**config.mk**
```make
export PLATFORM = sky130hd
export DESIGN_NAME = apb_timer_unit
export DESIGN_NICKNAME = d
export VERILOG_FILES = /design/src/rtl/apb_timer_unit.sv
export SDC_FILE = /design/constraint.sdc
export NUM_CORES = 1
export LEC_CHECK = 0
export ABC_AREA = 1
export BUFFER_PORTS_ARGS = -buffer_cell sky130_fd_sc_hd__buf_2
export CAP_MARGIN = 10
export CORE_ASPECT_RATIO = 0.9
export CORE_MARGIN = 2
export CORE_UTILIZATION = 60
export CTS_CLUSTER_SIZE = 16
export DETAILED_ROUTE_END_ITERATION = 8
export PLACE_DENSITY_LB_ADDON = 0.15
export SYNTH_ARGS = -nofsm -noshare
export SYNTH_HDL_FRONTEND = slang
export SYNTH_SLANG_ARGS = --single-unit
export TNS_END_PERCENT = 20
```
**constraint.sdc**
```tcl
create_clock -name ACLK -period 3.96 [get_ports ACLK]
set_clock_uncertainty 0.15 [all_clocks]
set_input_delay 0.792 -clock ACLK [delete_from_list [all_inputs] [get_ports ACLK]]
set_output_delay 0.792 -clock ACLK [all_outputs]
set_load 0.005 [all_outputs]
```
**src/rtl/apb_timer_unit.sv**
```systemverilog
// APB-mapped 32-bit timer: prescaled up-counter with a compare match,
// sticky W1C match flag and a level interrupt. Zero wait states.
module apb_timer_unit #(
    parameter int APB_ADDR_WIDTH = 32
) (
    input  logic                      ACLK,
    input  logic                      ARESETn,
    input  logic                      PSEL,
    input  logic                      PENABLE,
    input  logic                      PWRITE,
    input  logic [APB_ADDR_WIDTH-1:0] PADDR,
    input  logic [31:0]               PWDATA,
    output logic [31:0]               PRDATA,
    output logic                      PREADY,
    output logic                      PSLVERR,
    output logic                      irq_o
);

    localparam logic [11:0] OFF_CTRL   = 12'h000;
    localparam logic [11:0] OFF_COUNT  = 12'h004;
    localparam logic [11:0] OFF_CMP    = 12'h008;
    localparam logic [11:0] OFF_STATUS = 12'h00C;

    logic        en_q, en_d;
    logic        autoclr_q, autoclr_d;
    logic        ien_q, ien_d;
    logic [7:0]  presc_q, presc_d;
    logic [7:0]  pcnt_q, pcnt_d;
    logic [31:0] count_q, count_d;
    logic [31:0] cmp_q, cmp_d;
    logic        match_q, match_d;

    logic        access, mapped, tick, hit;
    logic        sel_ctrl, sel_count, sel_cmp, sel_status;
    logic [11:0] off;
    logic        unused_addr_hi;

    assign unused_addr_hi = ^PADDR[APB_ADDR_WIDTH-1:12];

    always_comb begin
        access     = PSEL & PENABLE;
        off        = PADDR[11:0];
        sel_ctrl   = (off == OFF_CTRL);
        sel_count  = (off == OFF_COUNT);
        sel_cmp    = (off == OFF_CMP);
        sel_status = (off == OFF_STATUS);
        mapped     = sel_ctrl | sel_count | sel_cmp | sel_status;

        PREADY  = 1'b1;
        PSLVERR = ARESETn & access & ~mapped;
        PRDATA  = '0;
        if (ARESETn && access && !PWRITE) begin
            if (sel_ctrl)   PRDATA = {16'h0, presc_q, 5'h0, ien_q, autoclr_q, en_q};
            if (sel_count)  PRDATA = count_q;
            if (sel_cmp)    PRDATA = cmp_q;
            if (sel_status) PRDATA = {31'h0, match_q};
        end
    end

    always_comb begin
        tick = en_q & (pcnt_q == presc_q);
        // Compare always uses the pre-write COUNT and the registered CMP.
        hit  = tick & (count_q == cmp_q);

        en_d      = en_q;
        autoclr_d = autoclr_q;
        ien_d     = ien_q;
        presc_d   = presc_q;
        cmp_d     = cmp_q;
        pcnt_d    = en_q ? (tick ? 8'd0 : pcnt_q + 8'd1) : 8'd0;
        count_d   = tick ? ((hit & autoclr_q) ? 32'd0 : count_q + 32'd1) : count_q;
        match_d   = match_q;

        if (access && PWRITE) begin
            if (sel_ctrl) begin
                en_d      = PWDATA[0];
                autoclr_d = PWDATA[1];
                ien_d     = PWDATA[2];
                presc_d   = PWDATA[15:8];
                if (PWDATA[15:8] != presc_q || !PWDATA[0]) pcnt_d = 8'd0;
            end
            if (sel_count) count_d = PWDATA;
            if (sel_cmp)   cmp_d   = PWDATA;
            if (sel_status && PWDATA[0]) match_d = 1'b0;
        end
        // A match in the same cycle wins over the W1C clear.
        if (hit) match_d = 1'b1;
    end

    always_ff @(posedge ACLK or negedge ARESETn) begin
        if (!ARESETn) begin
            en_q      <= 1'b0;
            autoclr_q <= 1'b0;
            ien_q     <= 1'b0;
            presc_q   <= 8'd0;
            pcnt_q    <= 8'd0;
            count_q   <= 32'd0;
            cmp_q     <= 32'hFFFF_FFFF;
            match_q   <= 1'b0;
        end else begin
            en_q      <= en_d;
            autoclr_q <= autoclr_d;
            ien_q     <= ien_d;
            presc_q   <= presc_d;
            pcnt_q    <= pcnt_d;
            count_q   <= count_d;
            cmp_q     <= cmp_d;
            match_q   <= match_d;
        end
    end

    assign irq_o = match_q & ien_q;

endmodule

```
==> results.toml <==
[outcome]
outcome = "complete, no violations"

[clocking]
cts.sinks = 84
h-tree-depth = 3
tritoncts = "yes"
max-clock-path-buffers = 2
post-cts-setup-buffers = 0
cts_hold_repair.buffers = 0
cts.root.buffer_cell = "clkbuf_8"
source_to_sink_clock_delay_at_the_later_pin_of_the_worst_skew_pair_ns = 0.38
cts.reportedPaths.clkPinSlew_ns = 0.09
cts_resized = 0
cts_buffers = 9

[timing]
final-hold-violation-count = 0
timing_limited_maximum_frequency_mhz = 311
period_share_pct = 81.2
finalSetupTns_ns = 0
number_of_setup_violations_in_the_final_report = 0
worst_pin_slew_ns = 0.771
setup_repair_after_global_routing_missed_its_margin = "false"
finalMaxSlewViolations = 0
normalized_max_slew_margin_pct = 48.6
final.min_clock_period_ns = 3.22
fin_worst_hold_slack_ns = 0.348

[setup_path]
worst-setup-path-type = "input pin to output pin"
worstSetupStartpointType = "input pin"
crit_path_largest_cell_delay_ns = 0.34
cp-end-kind = "output pin"
crit_path_top_delay_cell = "inv_1"
worst-endpoint-arrival_ns = 2.27
ff2ff_setup_slack_ns = 1.55
cells_along_the_critical_path = "buf_2 > or2_1 > nor3_1 > nand2_1 > inv_1 > a31oi_1 > nor3_1 > buf_2"
timing.critical_path.fanout_max = 12
crit_required_ns = 3.02

[floorplan]
die-width_um = 110
die-area_um2 = 10900
fp.dieH_um = 99.5
fp-row-count = 34
coreArea_um2 = 9740
initial_core_utilization_pct = 62.4
number_of_top_level_design_ports = 104

[synth]
synth-warning-count = 0
synth_area_um2 = 6080
ys_dominant_reg_cell = "dfrtp_1"
synth-edff-count = 0
synthDistinctLibCells = 37
post_synth_inst_count = 919
synth-async-reset-ratio_pct = 100
synth.ff_latch_count = 84
proportion_of_synthesized_chip_area_in_sequential_cells_pct = 35.3
number_of_nets_produced_by_synthesis = 990
synthesis.area_per_instance_um2 = 6.61

[placement]
gp_routability_congestion = 0.958
post-place-cells = 1101
io_buffers = 82
dp.final_hpwl_um = 12100

[global_routing]
grt.total_usage_pct = 32.2
globalRoute.totalOverflow = 0
grt_antenna_before_repair = 0
number_of_global_route_vias_before_repair = 5801
grt_start_max_net_pins = 49
grt_first_pass_wirelength_um = 27600

[finish]
layout.core_utilization_pct = 69.2
final_nets = 1057
ff_latch_area_um2 = 2140
areaGrowthSynthToFinish_pct = 11.0
diodes = 0
drive_gt1_share_pct = 19.0
multiInputGateArea_um2 = 3290
filler_cell_count = 906
post_layout_instance_count_excluding_filler_cells = 1117

[pwr]
vdd_drop_max_mv = 0.387
power-per-cell-area_nw_per_um2 = 271
static-leakage-power_nw = 3.26

[detailed_routing]
routed_wire_length_per_instance_um = 14.9
route.vias.total = 6257
drc = 0
drt-vias-per-instance = 5.60
routed_wirelength_um = 16700
first_iteration_detailed_routing_drc_count = 519
dr.pass1.iters = 5
drt.antenna.violating_nets = 0

[hold_path]
min_delay_worst_type = "flip-flop to flip-flop"

[job]
drv.max_cap_violation_count = 0
[critical path: cells and delay by family]
kind                   cells  cell delay, ns
buffers and inverters      3            0.59
and+or+nand+nor            4            0.72
AOI/OAI and AO/OA          1            0.17
[report_power, final]
| group | internal [mW] | switching, mW | leakage [nW] | total [mW] |
|---|---|---|---|---|
| Combinational | 0.0883 | 0.142 | 2.18 | 0.231 |
| Clock | 0.344 | 0.323 | 0.102 | 0.666 |
| Sequential | 0.893 | 0.0359 | 0.986 | 0.929 |
| Total | 1.33 | 0.501 | 3.26 | 1.83 |
[area by class of cell]
| cell class | instances | area share, % |
|---|---|---|
| Inverter | 117 | 6.51 |
| Tap cell | 126 | 2.34 |
| Timing Repair Buffer | 94 | 7.46 |
| Clock inverter | 3 | 0.668 |
| Sequential cell | 84 | 31.8 |
| Clock buffer | 13 | 2.51 |
| Multi-Input combinational cell | 680 | 48.7 |
[per-stage QoR]
step	setup slack (ns)	instance area (um^2)	power, mW
after floorplan	1.21	6080	1.09
after global placement	0.833	6530	1.17
after detailed placement	0.798	6530	1.17
after CTS	0.793	6740	1.83
after global routing	0.632	6740	1.91
final	0.744	6740	1.83
[cell usage after synthesis (4+ instances only)]
| cell type | instances | area, um^2 |
|---|---|---|
| nand2_1 | 288 | 1080 |
| inv_1 | 102 | 383 |
| nor2_1 | 84 | 315 |
| nand3_1 | 70 | 350 |
| dfrtp_1 | 52 | 1300 |
| a21oi_1 | 47 | 235 |
| o21ai_0 | 40 | 200 |
| nand4_1 | 37 | 231 |
| dfstp_2 | 32 | 841 |
| nor3_1 | 21 | 105 |
| xnor2_1 | 21 | 184 |
| buf_2 | 20 | 100 |
| inv_2 | 15 | 56.3 |
| o21ai_1 | 12 | 60.1 |
| a31oi_1 | 10 | 62.6 |
| clkbuf_1 | 9 | 33.8 |
| mux2_2 | 8 | 90.1 |
| xor2_1 | 8 | 70.1 |
| nor2_2 | 7 | 43.8 |
| buf_4 | 5 | 37.5 |
| nand3_2 | 4 | 40.0 |
[metal layers]
layer  up-vias  GRT usage [%]  part of all wire, %
met5         -              0                    0
met4         0           10.8                  1.8
met3        26           5.50                  7.2
met2       238           50.0                   46
met1      2904           45.5                   45
li1       3089              -                    -
[kinds of logic (layout without fill, tap and decap cells)]
| group | Yosys count | count (layout) | synth area share (%) |
|---|---|---|---|
| flops | 84 | 84 | 35.3 |
| xor+xnor | 29 | 29 | 4.18 |
| other cells | 1 | 1 | 0.0617 |
| simple gates | 524 | 524 | 37.8 |
| mux | 8 | 8 | 1.48 |
| compound gates | 116 | 116 | 10.0 |
| buf+inv | 155 | 227 | 10.8 |
| fa+ha+maj | 2 | 2 | 0.412 |
[layout by cell type (no fill, tap or decap), drive strengths merged, types with 10 or more instances in the layout]
cell	count
nand2	291
inv	117
nor2	94
buf	94
nand3	75
dfrtp	52
o21ai	52
a21oi	47
nand4	37
dfstp	32
nor3	25
xnor2	21
clkbuf	13
a31oi	10
[path summary, 6_finish.rpt]
kind,from,endpoint,cells after the start
min in group asynchronous,ARESETn,match_q,2
worst min-delay path,cmp_q[13],cmp_q[13],2
worst min register to register,cmp_q[13],cmp_q[13],2
max in group asynchronous,ARESETn,cmp_q[15],3
worst max register to register,presc_q[6],count_q[17],8
worst max-delay path,PADDR[1],PRDATA[10],8
[registers in the layout (all words and copies together) (netlist names)]
signal and cells:
autoclr_q 1, cmp_q 32, count_q 32, en_q 1, ien_q 1, match_q 1
pcnt_q 8, presc_q 8
Note: power is estimated with default switching activity, not from simulation.
